<file path="src/rtl/period_pkg.sv">
// Shared definitions for the period measurement path and its downstream
// stability checker.
package period_pkg;

  localparam int PERIOD_W = 32;
  localparam logic [PERIOD_W-1:0] PERIOD_INVALID = 32'd0;

  localparam logic [1:0] ST_IDLE    = 2'd0;
  localparam logic [1:0] ST_ARM     = 2'd1;
  localparam logic [1:0] ST_MEASURE = 2'd2;

  typedef enum logic [1:0] {
    IDLE    = ST_IDLE,
    ARM     = ST_ARM,
    MEASURE = ST_MEASURE
  } state_e;

endpackage

</file>
<file path="src/rtl/sync_edge_detect.sv">
// Multi-flop synchroniser for an asynchronous level plus a rising-edge
// detector on the synchronised copy.
module sync_edge_detect #(
  parameter int SYNC_STAGES = 2
) (
  input  logic clk,
  input  logic RST,
  input  logic async_in,
  output logic sync_out,
  output logic rise
);

  logic [SYNC_STAGES-1:0] sync_reg;
  logic [SYNC_STAGES-1:0] sync_next;
  logic                   sync_prev_reg;

  genvar gi;
  generate
    for (gi = 0; gi < SYNC_STAGES; gi++) begin : g_stage
      if (gi == 0) begin : g_first
        assign sync_next[gi] = async_in;
      end else begin : g_chain
        assign sync_next[gi] = sync_reg[gi-1];
      end
    end
  endgenerate

  always_ff @(posedge clk or posedge RST) begin
    if (RST) begin
      sync_reg      <= '0;
      sync_prev_reg <= 1'b0;
    end else begin
      sync_reg      <= sync_next;
      sync_prev_reg <= sync_reg[SYNC_STAGES-1];
    end
  end

  assign sync_out = sync_reg[SYNC_STAGES-1];
  assign rise     = sync_out & ~sync_prev_reg;

endmodule

</file>
<file path="src/rtl/period_meter.sv">
// Measures the period of an asynchronous signal in clk cycles between
// successive synchronised rising edges; 0 means no valid measurement.
module period_meter
  import period_pkg::*;
#(
  parameter int          SYNC_STAGES = 2,
  parameter int          CNT_WIDTH   = 32,
  parameter int unsigned TIMEOUT     = 1048575
) (
  input  logic                clk,
  input  logic                RST,
  input  logic                PWRDWN,
  input  logic                sig_in,
  output logic [PERIOD_W-1:0] period_length,
  output logic                period_update,
  output logic                sig_lost
);

  localparam logic [CNT_WIDTH-1:0] TIMEOUT_C = CNT_WIDTH'(TIMEOUT);
  localparam logic [CNT_WIDTH-1:0] CNT_ONE   = CNT_WIDTH'(1);

  // Power-down and reset clear exactly the same state, so one async clear serves both.
  logic arst;
  assign arst = RST | PWRDWN;

  logic sync_level;
  logic rise;

  sync_edge_detect #(
    .SYNC_STAGES(SYNC_STAGES)
  ) u_sync (
    .clk      (clk),
    .RST      (arst),
    .async_in (sig_in),
    .sync_out (sync_level),
    .rise     (rise)
  );

  state_e               state_reg, state_next;
  logic [CNT_WIDTH-1:0] cnt_reg, cnt_next;
  logic [CNT_WIDTH-1:0] len_reg, len_next;
  logic                 upd_reg, upd_next;
  logic                 lost_reg, lost_next;

  always_comb begin
    state_next = state_reg;
    cnt_next   = cnt_reg;
    len_next   = len_reg;
    upd_next   = 1'b0;
    lost_next  = lost_reg;
    case (state_reg)
      IDLE: begin
        state_next = ARM;
        cnt_next   = '0;
      end
      ARM: begin
        cnt_next = '0;
        if (rise) begin
          state_next = MEASURE;
          cnt_next   = CNT_ONE;
        end
      end
      MEASURE: begin
        // A rise coinciding with the timeout still counts as a period of TIMEOUT.
        if (rise) begin
          len_next  = cnt_reg;
          upd_next  = 1'b1;
          lost_next = 1'b0;
          cnt_next  = CNT_ONE;
        end else if (cnt_reg == TIMEOUT_C) begin
          len_next   = CNT_WIDTH'(PERIOD_INVALID);
          lost_next  = 1'b1;
          cnt_next   = '0;
          state_next = ARM;
        end else begin
          cnt_next = cnt_reg + CNT_ONE;
        end
      end
      default: begin
        state_next = IDLE;
        cnt_next   = '0;
      end
    endcase
  end

  always_ff @(posedge clk or posedge arst) begin
    if (arst) begin
      state_reg <= IDLE;
      cnt_reg   <= '0;
      len_reg   <= CNT_WIDTH'(PERIOD_INVALID);
      upd_reg   <= 1'b0;
      lost_reg  <= 1'b0;
    end else begin
      state_reg <= state_next;
      cnt_reg   <= cnt_next;
      len_reg   <= len_next;
      upd_reg   <= upd_next;
      lost_reg  <= lost_next;
    end
  end

  assign period_length = PERIOD_W'(len_reg);
  assign period_update = upd_reg;
  assign sig_lost      = lost_reg;

  a_rise_on_level: assert property (@(posedge clk) disable iff (arst) rise |-> sync_level);

endmodule

</file>
<file path="config.mk">
export PLATFORM = sky130hd
export DESIGN_NAME = period_meter
export DESIGN_NICKNAME = d
export VERILOG_FILES = /design/src/rtl/period_pkg.sv /design/src/rtl/sync_edge_detect.sv /design/src/rtl/period_meter.sv
export SDC_FILE = /design/constraint.sdc
export NUM_CORES = 1
export LEC_CHECK = 0
export ABC_CLOCK_PERIOD_IN_PS = 13100
export CORE_UTILIZATION = 50
export DETAILED_ROUTE_END_ITERATION = 8
export GPL_ROUTABILITY_DRIVEN = 1
export PLACE_DENSITY = 0.7
export SKIP_LAST_GASP = 1
export SLEW_MARGIN = 15
export SYNTH_ARGS = -nofsm -noshare
export SYNTH_HDL_FRONTEND = slang
export SYNTH_SLANG_ARGS = --single-unit
</file>
<file path="constraint.sdc">
create_clock -name clk -period 13.1 [get_ports clk]
set_input_delay 3.93 -clock clk [delete_from_list [all_inputs] [get_ports clk]]
set_output_delay 3.93 -clock clk [all_outputs]
set_load 0.02 [all_outputs]
</file>
Yosys cells after proc, flatten, opt, wreduce, memory -nomap -nowiden
Cells that the tools add are included.
{"block": "word_totals", "inputBits": 4, "out_inout_bits": 34, "wordCells": 35, "reg_bits": 71}
{"block": "classes", "n_reduce_logical": 4, "n_eq_ne": 6, "mux": 14, "n_addsub": 1, "n_bitwise": 3}
{"cell": "$mux 32", "n": 4}
{"cell": "$pmux 32 s2", "n": 1}
{"cell": "$add 32x1->32 const B", "n": 1}
{"cell": "$eq 32x20->1 const B", "n": 1}
{"cell": "$mux 2", "n": 3}
{"cell": "$ne 2x2->1 const B", "n": 3}
{"cell": "$pmux 2 s3", "n": 1}
{"cell": "$mux 1", "n": 5}
{"cell": "$reduce_and 3->1", "n": 1}
{"cell": "$eq 2x1->1 const B", "n": 1}
{"cell": "$eq 2x2->1 const B", "n": 1}
{"cell": "$logic_not 2->1", "n": 1}
{"cell": "$reduce_and 2->1", "n": 1}
{"cell": "$reduce_bool 2->1", "n": 1}
{"cell": "$and 1x1->1", "n": 1}
{"cell": "$not 1->1", "n": 1}
{"cell": "$or 1x1->1", "n": 1}

Logic depth before layout (Yosys ltp)
Gate-level depths: netlist (run 1).
{"block": "logic_depth", "ltp_word": 4, "mapped_depth": 7, "depth_no_buf": 6}

By module
From an unflattened synthesis (run 1), not the netlist that was laid out.
{"block": "unflattened", "cells_unflattened": 318, "area_unflattened_um2": 3498.4}
{"module": "period_meter", "area_each_um2": 3405.8, "n_inst": 1, "cells_per_inst": 313, "seq_area_each_um2": 1701.6}
{"module": "sync_edge_detect", "area_each_um2": 92.6, "n_inst": 1, "cells_per_inst": 5, "seq_area_each_um2": 75.1}

Worst setup path after synthesis (run 1)
OpenSTA, ideal clock, no wires.
{"block": "synth_path", "path_kind": "reg2out", "from": "register lost_reg, in the netlist sig_lost", "to": "output port sig_lost", "stages_incl_launch_ff": 1, "path_slack_ns": 8.745, "arrival_ns": 0.425, "n_path_buf": 0, "path_cell_list": "dfrtp_1"}
{"item": "start: declaration", "line_no": "period_meter.sv:43", "text": "logic lost_reg, lost_next;"}
{"item": "start signal: assignment", "line_no": "period_meter.sv:98", "text": "lost_reg <= lost_next;"}
{"item": "end: declaration", "line_no": "period_meter.sv:16", "text": "output logic sig_lost"}
No word-level cell between the ends.

Final worst setup path (run 1)
{"block": "layout_path", "from": "register len_reg[1], in the netlist period_length[1]", "to": "output port period_length[1]"}
{"item": "start: declaration", "line_no": "period_meter.sv:41", "text": "logic [CNT_WIDTH-1:0] len_reg, len_next;"}
{"item": "start signal: assignment", "line_no": "period_meter.sv:90", "text": "len_reg <= CNT_WIDTH'(PERIOD_INVALID);"}
{"item": "start signal: assignment", "line_no": "period_meter.sv:96", "text": "len_reg <= len_next;"}
{"item": "end: declaration", "line_no": "period_meter.sv:14", "text": "output logic [PERIOD_W-1:0] period_length,"}
No word-level cell between the ends.

==> results.py, run 1 <==
metrics = {
    "status": {
        "outcome": "completed",
    },
    "power": {
        "p_leak_uw": 0.001549,
        "ir_worst_vdd_mv": 0.07488,
        "powerDensity_nw_per_um2": 119.0,
    },
    "timing": {
        "rsz0062_at_grt": "no",
        "hold_viol_final": 0,
        "finalCriticalPeriod_ns": 5.251,
        "tightest_slew_ns": 0.9769,
        "fmaxAchievable_ghz": 0.1905,
        "fin_crit_sh": 0.4008,
        "tns_ns": 0,
        "report.final.slew_viol_count": 0,
        "fin_skew_ns": 0.004398,
        "slew_headroom": 0.3437,
        "finalSetupViolCount": 0,
    },
    "routing": {
        "first_iter_violations": 57,
        "vias": 2164,
        "vias_per_cell": 5.577,
        "first_pass_iters": 6,
        "drt-wirelength-per-cell_microns": 15.12,
        "drc": 0,
        "routed_wl_microns": 5868,
        "ant_nets": 0,
    },
    "cts": {
        "cts_inserted_buffers": 9,
        "cts.sinks": 71,
        "htree_levels": 3,
        "postCtsSetupBuffers": 0,
        "clock_path_buffers": 2,
        "cts-root-buf": "clkbuf_8",
        "clk_transition_reported_paths_ns": 0.07,
        "clkLatencyLatePin_ns": 0.34,
        "cts_tree": "yes",
        "ctsHoldBuffers": 0,
        "cts_resized": 0,
    },
    "layout": {
        "drive_gt1_frac": 0.07029,
        "layout.nets": 318,
        "n_fill_cell": 498,
        "area_growth_pct": 18.88,
        "diodes": 0,
        "fin_cells": 388,
    },
    "critical_path": {
        "crit_arrival_ns": 1.32,
        "required_ns": 9.17,
        "critPathMaxFanout": 2,
        "slowest_stage": "clkdlybuf4s50_1",
        "cp-end-kind": "primary output",
        "start_kind": "flip-flop",
        "crit_path_cell_trace": "clkdlybuf4s50_1",
        "crit_type": "flip-flop to primary output",
        "crit_buf_inv": 1,
        "max_stage_delay_ns": 0.62,
        "path_delay_family": "buffers and inverters",
    },
    "synthesis": {
        "syn_nets": 279,
        "synthAdderAreaFrac": 0.02022,
        "ys_ff_latch": 71,
        "synth.distinct_cells": 35,
        "synth_top_family_by_area": "simple AND/OR/NAND/NOR gates",
        "synth_area_per_cell_sq_um": 11.46,
        "synth-simple-area-share": 0.1755,
        "postSynthCellCount": 270,
        "yosys_warnings": 0,
        "synth-xor-area-share": 0.08492,
        "netlist_area_sq_um": 3094,
        "synthMuxAreaShare": 0.003235,
        "synth-compound-area-share": 0.1092,
        "yosysSeqAreaShare": 0.5742,
    },
    "floorplan": {
        "die_x_microns": 80.67,
        "coreArea_sq_um": 5956,
        "start_util": 0.5195,
        "dieArea_sq_um": 6507,
        "io_pins": 38,
        "fp.dieH_microns": 80.67,
        "rows": 28,
    },
    "global_routing": {
        "grt_use_total": 0.2000,
        "antenna_found_initial": 0,
        "grt_pass1_vias": 2100,
        "grt_first_pass_wirelength_microns": 9639,
        "grt_max_degree": 72,
        "grt_overflow_total": 0,
    },
    "flow_run": {
        "cap_violations": 0,
    },
    "min_path": {
        "hold_class": "flip-flop to flip-flop",
    },
    "place": {
        "dp.cells": 373,
        "io_buffers": 37,
        "place_hpwl_microns": 3799,
        "place_congestion": 0.7887,
    },
}
-- cell usage after synthesis --
cell type  count  area share
inv_1          7      0.0085
buf_6          3       0.011
or4_4          1      0.0036
nor2b_1        1      0.0020
and3_1         6       0.012
nand3_1       13       0.021
o21ai_0        1      0.0016
o211ai_1       1      0.0024
and2_1         3      0.0061
ha_1           5       0.020
nand3b_1       1      0.0024
dfrtp_1       71        0.57
nor4_1         4      0.0081
xnor2_1       11       0.031
clkbuf_1       6      0.0073
nand4_1       13       0.026
xor2_1        19       0.054
a21boi_0       1      0.0024
a21oi_1        3      0.0049
buf_1          1      0.0012
a31oi_1        1      0.0020
or3_4          1      0.0036
nand2b_1       1      0.0020
and4_1         1      0.0028
nand4_4        1      0.0069
nor3_1         7       0.011
nand3_2        1      0.0032
nand2_1        9       0.011
a22o_1        32       0.091
a21oi_2        1      0.0028
buf_2          3      0.0049
o21bai_1       1      0.0024
nor2_1        38       0.046
mux2i_1        1      0.0032
nor4_4         1      0.0069
-- cells in the final DEF (no fill, tap or decap), drive strengths merged --
| master | n |
|---|---|
| a21boi | 1 |
| clkinv | 1 |
| clkbuf | 14 |
| o211ai | 1 |
| nor4 | 5 |
| a31oi | 1 |
| nor2 | 38 |
| a22o | 32 |
| nor2b | 1 |
| nand3 | 14 |
| inv | 7 |
| o21ai | 1 |
| nand2b | 1 |
| or4 | 1 |
| ha | 5 |
| dfrtp | 71 |
| and3 | 6 |
| o21bai | 1 |
| clkdlybuf4s50 | 37 |
| or3 | 1 |
| a21oi | 4 |
| nand2 | 9 |
| xor2 | 19 |
| and4 | 1 |
| nor3 | 7 |
| and2 | 3 |
| mux2i | 1 |
| nand3b | 1 |
| xnor2 | 11 |
| buf | 4 |
| nand4 | 14 |
-- stage by stage --
stage | power [uW] | hold WS (ns) | utilization | setup slack [ns] | area, sq um
after detailed placement | 297.7 | 0.3363 | 0.5912 | 7.846 | 3521
after floorplan | 283.9 | 0.3312 | - | 5.056 | 3094
final | 437.6 | 0.3500 | 0.6176 | 7.849 | 3679
after global placement | 295.5 | 0.3346 | 0.5912 | 7.851 | 3521
after CTS | 441.7 | 0.3512 | 0.6176 | 7.842 | 3679
after global routing | 457.8 | 0.3639 | 0.6176 | 7.809 | 3679
-- per-layer routing --
metal  part of all wire  GRT usage  vias to the layer above
li1                   -          -                     1033
met1               0.50     0.2821                     1083
met2               0.44     0.2907                       37
met3              0.037    0.03750                       11
met4              0.019     0.1071                        0
met5                  0          0                        -
-- area by class of cell --
type | count | area [sq um] | area share
flip-flops and latches | 71 | 1777 | 0.4830
multi-input cells | 179 | 1224 | 0.3327
repair buffers | 41 | 400.4 | 0.1088
clock buffers | 14 | 152.6 | 0.04150
well taps | 75 | 93.84 | 0.02551
inverters | 7 | 26.28 | 0.007143
clock inverters | 1 | 5.005 | 0.001361
-- power breakdown --
part	switching [uW]	internal (uW)	total, uW
clock	71.4	72.8	144
sequential	6.46	226	233
combinational	39.3	21.3	60.5
-- cell families (layout without fill, tap and decap cells) --
logic type,Yosys count,after routing
simple gates,102,102
buf+inv,20,63
mux,1,1
fa+ha+maj,5,5
xor+xnor,30,30
compound gates,41,41
flops,71,71
-- worst paths after layout --
check,start,endpoint,slack (ns),cells past startpoint
setup reg to reg,cnt_reg[0],period_length[28],10.55,7
setup / recovery,period_length[1],period_length[1],7.85,1
min in group asynchronous,RST,sig_lost,4.25,3
hold reg to reg,u_sync.sync_reg[0],u_sync.sync_reg[1],0.35,0
hold / removal,u_sync.sync_reg[0],u_sync.sync_reg[1],0.35,0
max in group asynchronous,PWRDWN,period_length[27],8.27,3
Power figures use the tool's default switching activity.
==> inputs of run 2 (changes only) <==
--- a/config.mk
+++ b/config.mk
@@ -5,7 +5,7 @@
 export SDC_FILE = /design/constraint.sdc
 export NUM_CORES = 1
 export LEC_CHECK = 0
-export ABC_CLOCK_PERIOD_IN_PS = 13100
+export ABC_CLOCK_PERIOD_IN_PS = 5500
 export CORE_UTILIZATION = 50
 export DETAILED_ROUTE_END_ITERATION = 8
 export GPL_ROUTABILITY_DRIVEN = 1
==> constraint.sdc (replaced) <==
create_clock -name clk -period 5.5 [get_ports clk]
set_input_delay 1.65 -clock clk [delete_from_list [all_inputs] [get_ports clk]]
set_output_delay 1.65 -clock clk [all_outputs]
set_load 0.02 [all_outputs]
==> run 2 against run 1 <==
Compared with the run above: setup slack got worse by 5.3 ns; sequential share of layout area decreased by 0.81 points; register-to-register slack got worse by 7.5 ns; sequential cell count unchanged; cell area increased by 1.7%; wire length increased by 1.1%; core utilization increased by 1.1 points; non-clock buffer count increased by 1; first-iteration DRC count increased to 2.5 times the previous value; global-route usage increased by 0.36 points; critical path depth unchanged; largest cell class unchanged.
==> results.py, run 2 (synthesis gave the netlist of run 1 again) <==
metrics = {
    "cts": {
        "cts-root-buf": "clkbuf_8",
        "htree_levels": 3,
        "clk_transition_reported_paths_ns": 0.07,
        "cts.sinks": 71,
        "cts_inserted_buffers": 9,
        "ctsHoldBuffers": 0,
        "cts_tree": "yes",
        "clkLatencyLatePin_ns": 0.34,
        "postCtsSetupBuffers": 0,
        "clock_path_buffers": 2,
        "cts_resized": 0,
    },
    "flow_run": {
        "cap_violations": 0,
    },
    "global_routing": {
        "grt_overflow_total": 0,
        "grt_use_total": 0.2036,
        "grt_first_pass_wirelength_microns": 9694,
        "antenna_found_initial": 0,
        "grt_max_degree": 35,
        "grt_pass1_vias": 2009,
    },
    "routing": {
        "drc": 0,
        "first_pass_iters": 5,
        "routed_wl_microns": 5931,
        "first_iter_violations": 143,
        "ant_nets": 0,
        "vias": 2177,
        "drt-wirelength-per-cell_microns": 15.21,
        "vias_per_cell": 5.582,
    },
    "power": {
        "p_switching_uw": 292.5,
        "ir_worst_vdd_mv": 0.2007,
        "p_leak_uw": 0.001576,
        "powerDensity_nw_per_um2": 303.7,
        "seqPwrFrac": 0.489,
        "p_comb_frac": 0.125,
        "p_sw_frac": 0.2575,
        "clockPowerShare": 0.386,
        "intPower_uw": 843.5,
    },
    "layout": {
        "area_growth_pct": 20.91,
        "fin_util": 0.6282,
        "drive_gt1_frac": 0.08571,
        "design_area_sq_um": 3741,
        "diodes": 0,
        "mostFrequentLayoutCell": "dfrtp_1",
        "final_cell_mix": "71 x dfrtp_1, 37 x nor2_1, 37 x clkdlybuf4s50_1, 32 x a22o_1, 19 x xor2_1",
        "layout.nets": 319,
    },
    "critical_path": {
        "start_kind": "flip-flop",
        "crit_type": "flip-flop to primary output",
        "crit_arrival_ns": 1.31,
        "slowest_stage": "clkdlybuf4s50_1",
        "cp-end-kind": "primary output",
        "max_stage_delay_ns": 0.62,
        "crit_path_cell_trace": "clkdlybuf4s50_1",
        "critPathMaxFanout": 2,
        "required_ns": 3.85,
        "path_delay_family": "buffers and inverters",
        "crit_buf_inv": 1,
    },
    "place": {
        "io_buffers": 37,
        "placed_area_sq_um": 3528,
        "place_congestion": 0.8049,
        "post-place-ws_ns": 2.505,
        "place_hpwl_microns": 3982,
    },
    "timing": {
        "slew_headroom": 0.3242,
        "finalSetupViolCount": 0,
        "report.final.slew_viol_count": 0,
        "tns_ns": 0,
        "fin_crit_sh": 0.5388,
        "rsz0062_at_grt": "no",
        "fin_skew_ns": 0.007677,
        "tightest_slew_ns": 1.006,
        "hold_viol_final": 0,
        "fmaxAchievable_ghz": 0.3374,
        "setup_ws_ns": 2.536,
        "finalCriticalPeriod_ns": 2.964,
    },
    "floorplan": {
        "io_pins": 38,
        "start_util": 0.5195,
        "rows": 28,
        "coreArea_sq_um": 5956,
        "fp.dieH_microns": 80.67,
        "dieArea_sq_um": 6507,
        "die_x_microns": 80.67,
    },
    "min_path": {
        "hold_class": "flip-flop to flip-flop",
    },
    "status": {
        "outcome": "completed",
    },
}
==> run 2: changes by cell type in the layout (fill, tap and decap cells not counted) <==
cell / delta
buf_4: +1
bufinv_16: +2
clkbuf_1: -3
clkbuf_8: -1
clkinv_2: +1
clkinvlp_4: +2
==> run 2: power by group through the flow <==
stage | logic [uW] | registers [uW] | clock network [uW]
after floorplan | 110 | 566 | 0
after global placement | 139 | 564 | 0
after detailed placement | 143 | 565 | 0
after CTS | 144 | 555 | 447
after global routing | 158 | 558 | 472
final | 142 | 555 | 439
==> run 2: worst paths after layout <==
path | startpoint | end | slack (ns) | cells after the start
max | period_length[0] | period_length[0] | 2.54 | 1
min | u_sync.sync_reg[0] | u_sync.sync_reg[1] | 0.35 | 0
max reg2reg | cnt_reg[0] | cnt_reg[6] | 3.07 | 6
min reg2reg | u_sync.sync_reg[0] | u_sync.sync_reg[1] | 0.35 | 0
max in group asynchronous | PWRDWN | period_length[7] | 2.95 | 3
min in group asynchronous | RST | state_reg[0] | 1.75 | 2
==> run 2: per-stage QoR <==
step / cells / hold slack, ns / power, uW
6_report: 390 / 0.3520 / 1136
3_3_place_gp: 374 / 0.3356 / 703.6
3_5_place_dp: 374 / 0.3373 / 708.1
4_1_cts: 390 / 0.3544 / 1147
5_1_grt: 390 / 0.3683 / 1188
2_1_floorplan: 270 / 0.3312 / 676.2
==> run 2: routing by layer <==
metal / vias up / GRT usage / share of wire
li1: 1033 / - / -
met1: 1090 / 0.2928 / 0.49
met2: 46 / 0.2856 / 0.46
met3: 8 / 0.05795 / 0.036
met4: 0 / 0.08571 / 0.015
met5: - / 0 / 0
==> run 2: cell type report <==
class,count,area [sq um]
Timing Repair Buffer,42,407.9
Fill cell,485,2215
Tap cell,75,93.84
Multi-Input combinational cell,179,1224
Clock buffer,10,127.6
Sequential cell,71,1777
Clock inverter,6,85.08
Inverter,7,26.28
==> inputs of run 3 (changes only) <==
--- a/config.mk
+++ b/config.mk
@@ -5,7 +5,7 @@
 export SDC_FILE = /design/constraint.sdc
 export NUM_CORES = 1
 export LEC_CHECK = 0
-export ABC_CLOCK_PERIOD_IN_PS = 5500
+export ABC_CLOCK_PERIOD_IN_PS = 3100
 export CORE_UTILIZATION = 50
 export DETAILED_ROUTE_END_ITERATION = 8
 export GPL_ROUTABILITY_DRIVEN = 1
==> constraint.sdc (replaced) <==
create_clock -name clk -period 3.1 [get_ports clk]
set_input_delay 0.93 -clock clk [delete_from_list [all_inputs] [get_ports clk]]
set_output_delay 0.93 -clock clk [all_outputs]
set_load 0.02 [all_outputs]
==> run 3 against run 2 <==
Compared with the run above: final cell count did not move; setup slack got worse by 1.9 ns; combinational power is 80% higher.
==> results.py, run 3 (synthesis gave the netlist of run 1 again) <==
metrics = {
    "status": {
        "outcome": "completed",
    },
    "power": {
        "ir_worst_vdd_mv": 0.3964,
        "clockPowerShare": 0.347,
        "p_switching_uw": 520.6,
        "p_leak_uw": 0.001573,
        "intPower_uw": 1376,
        "p_comb_frac": 0.135,
        "seqPwrFrac": 0.518,
        "powerDensity_nw_per_um2": 510.4,
        "p_sw_frac": 0.2744,
    },
    "layout": {
        "mostFrequentLayoutCell": "dfrtp_1",
        "drive_gt1_frac": 0.08571,
        "design_area_sq_um": 3716,
        "area_growth_pct": 20.10,
        "diodes": 0,
        "layout.nets": 319,
        "final_cell_mix": "71 x dfrtp_1, 37 x nor2_1, 37 x clkdlybuf4s50_1, 32 x a22o_1, 19 x xor2_1",
    },
    "cts": {
        "ctsHoldBuffers": 0,
        "cts_tree": "yes",
        "clock_path_buffers": 2,
        "cts-root-buf": "clkbuf_8",
        "cts_inserted_buffers": 9,
        "htree_levels": 3,
        "postCtsSetupBuffers": 0,
        "clk_transition_reported_paths_ns": 0.08,
        "clkLatencyLatePin_ns": 0.35,
        "cts_resized": 0,
        "cts.sinks": 71,
    },
    "timing": {
        "fin_skew_ns": 0.008837,
        "finalCriticalPeriod_ns": 2.496,
        "rsz0062_at_grt": "no",
        "tightest_slew_ns": 0.7304,
        "setup_ws_ns": 0.6043,
        "hold_viol_final": 0,
        "finalSetupViolCount": 0,
        "report.final.slew_viol_count": 0,
        "slew_headroom": 0.5131,
        "tns_ns": 0,
        "fin_crit_sh": 0.8051,
        "fmaxAchievable_ghz": 0.4007,
    },
    "routing": {
        "routed_wl_microns": 6021,
        "drc": 0,
        "drt-wirelength-per-cell_microns": 15.44,
        "routed-wl-met3_microns": 224,
        "first_iter_violations": 119,
        "vias": 2146,
        "wl_met2_microns": 2601,
        "top_layer": "met4",
        "ant_nets": 0,
        "wl_met1_microns": 3075,
        "first_pass_iters": 4,
        "vias_per_cell": 5.503,
    },
    "floorplan": {
        "coreArea_sq_um": 5956,
        "rows": 28,
        "fp.dieH_microns": 80.67,
        "start_util": 0.5195,
        "die_x_microns": 80.67,
        "io_pins": 38,
        "dieArea_sq_um": 6507,
    },
    "global_routing": {
        "grt_first_pass_wirelength_microns": 10250,
        "antenna_found_initial": 0,
        "grt_use_total": 0.2122,
        "grt_pass1_vias": 2077,
        "grt_overflow_total": 0,
        "grt_max_degree": 72,
    },
    "critical_path": {
        "rrSetupSlack_ns": 0.60,
        "r2r_start": "cnt_reg[0]",
        "critPathMaxFanout": 17,
        "cp-end-kind": "flip-flop",
        "required_ns": 3.33,
        "start_kind": "flip-flop",
        "crit_type": "flip-flop to flip-flop",
        "critical_path.startpoint": "cnt_reg[0]",
        "r2r-end": "period_length[27]",
        "ff2ff_path_depth": 7,
        "crit_arrival_ns": 2.73,
        "crit_end": "period_length[27]",
    },
    "place": {
        "placed_area_sq_um": 3541,
        "place_congestion": 0.8045,
        "place_hpwl_microns": 3800,
        "post-place-ws_ns": 0.6236,
        "io_buffers": 37,
    },
    "min_path": {
        "hold_class": "flip-flop to flip-flop",
    },
    "flow_run": {
        "cap_violations": 0,
    },
}
==> run 3: how the worst min path moves through the flow <==
stage	start	endpoint	slack [ns]	cells after the start
2_1_floorplan	u_sync.sync_reg[0]	u_sync.sync_reg[1]	0.33	0
3_3_place_gp	u_sync.sync_reg[0]	u_sync.sync_reg[1]	0.33	0
3_5_place_dp	u_sync.sync_reg[0]	u_sync.sync_reg[1]	0.34	0
4_1_cts	u_sync.sync_reg[0]	u_sync.sync_reg[1]	0.36	0
5_1_grt	u_sync.sync_reg[0]	u_sync.sync_reg[1]	0.37	0
6_report	u_sync.sync_reg[0]	u_sync.sync_reg[1]	0.36	0
==> run 3: final cells by class <==
cell class | instances | area [sq um]
Clock buffer | 12 | 155.1
Clock inverter | 4 | 20.02
Fill cell | 480 | 2240
Inverter | 7 | 26.28
Multi-Input combinational cell | 179 | 1224
Sequential cell | 71 | 1777
Tap cell | 75 | 93.84
Timing Repair Buffer | 42 | 420.4
==> run 3: power by group through the flow <==
stage	Sequential, uW	Clock (uW)	Combinational, uW
after detailed placement	1000	0	258
after CTS	983	671	259
after global placement	1000	0	252
final	983	658	256
after global routing	989	707	285
after floorplan	1000	0	195
==> run 3: routing by layer <==
layer | up-vias | track usage
met5 | - | 0
met4 | 0 | 0.1054
met3 | 11 | 0.04432
met2 | 47 | 0.2958
met1 | 1054 | 0.3093
li1 | 1034 | -
==> run 3: critical path, cell delays in order (launching register included) <==
cell	delay, ns
dfrtp_1	0.41
ha_1	0.23
nand3_2	0.14
or3_4	0.46
nor4_4	0.38
a21oi_2	0.26
buf_4	0.29
a22o_1	0.20
==> run 3: stage by stage <==
stage | power [uW] | instances | hold slack (ns) | util
floorplan | 1200 | 270 | 0.3312 | -
global placement | 1252 | 374 | 0.3348 | 0.5945
detailed placement | 1258 | 374 | 0.3371 | 0.5945
CTS | 1913 | 390 | 0.3613 | 0.6240
global route | 1980 | 390 | 0.3698 | 0.6240
finish | 1897 | 390 | 0.3596 | 0.6240
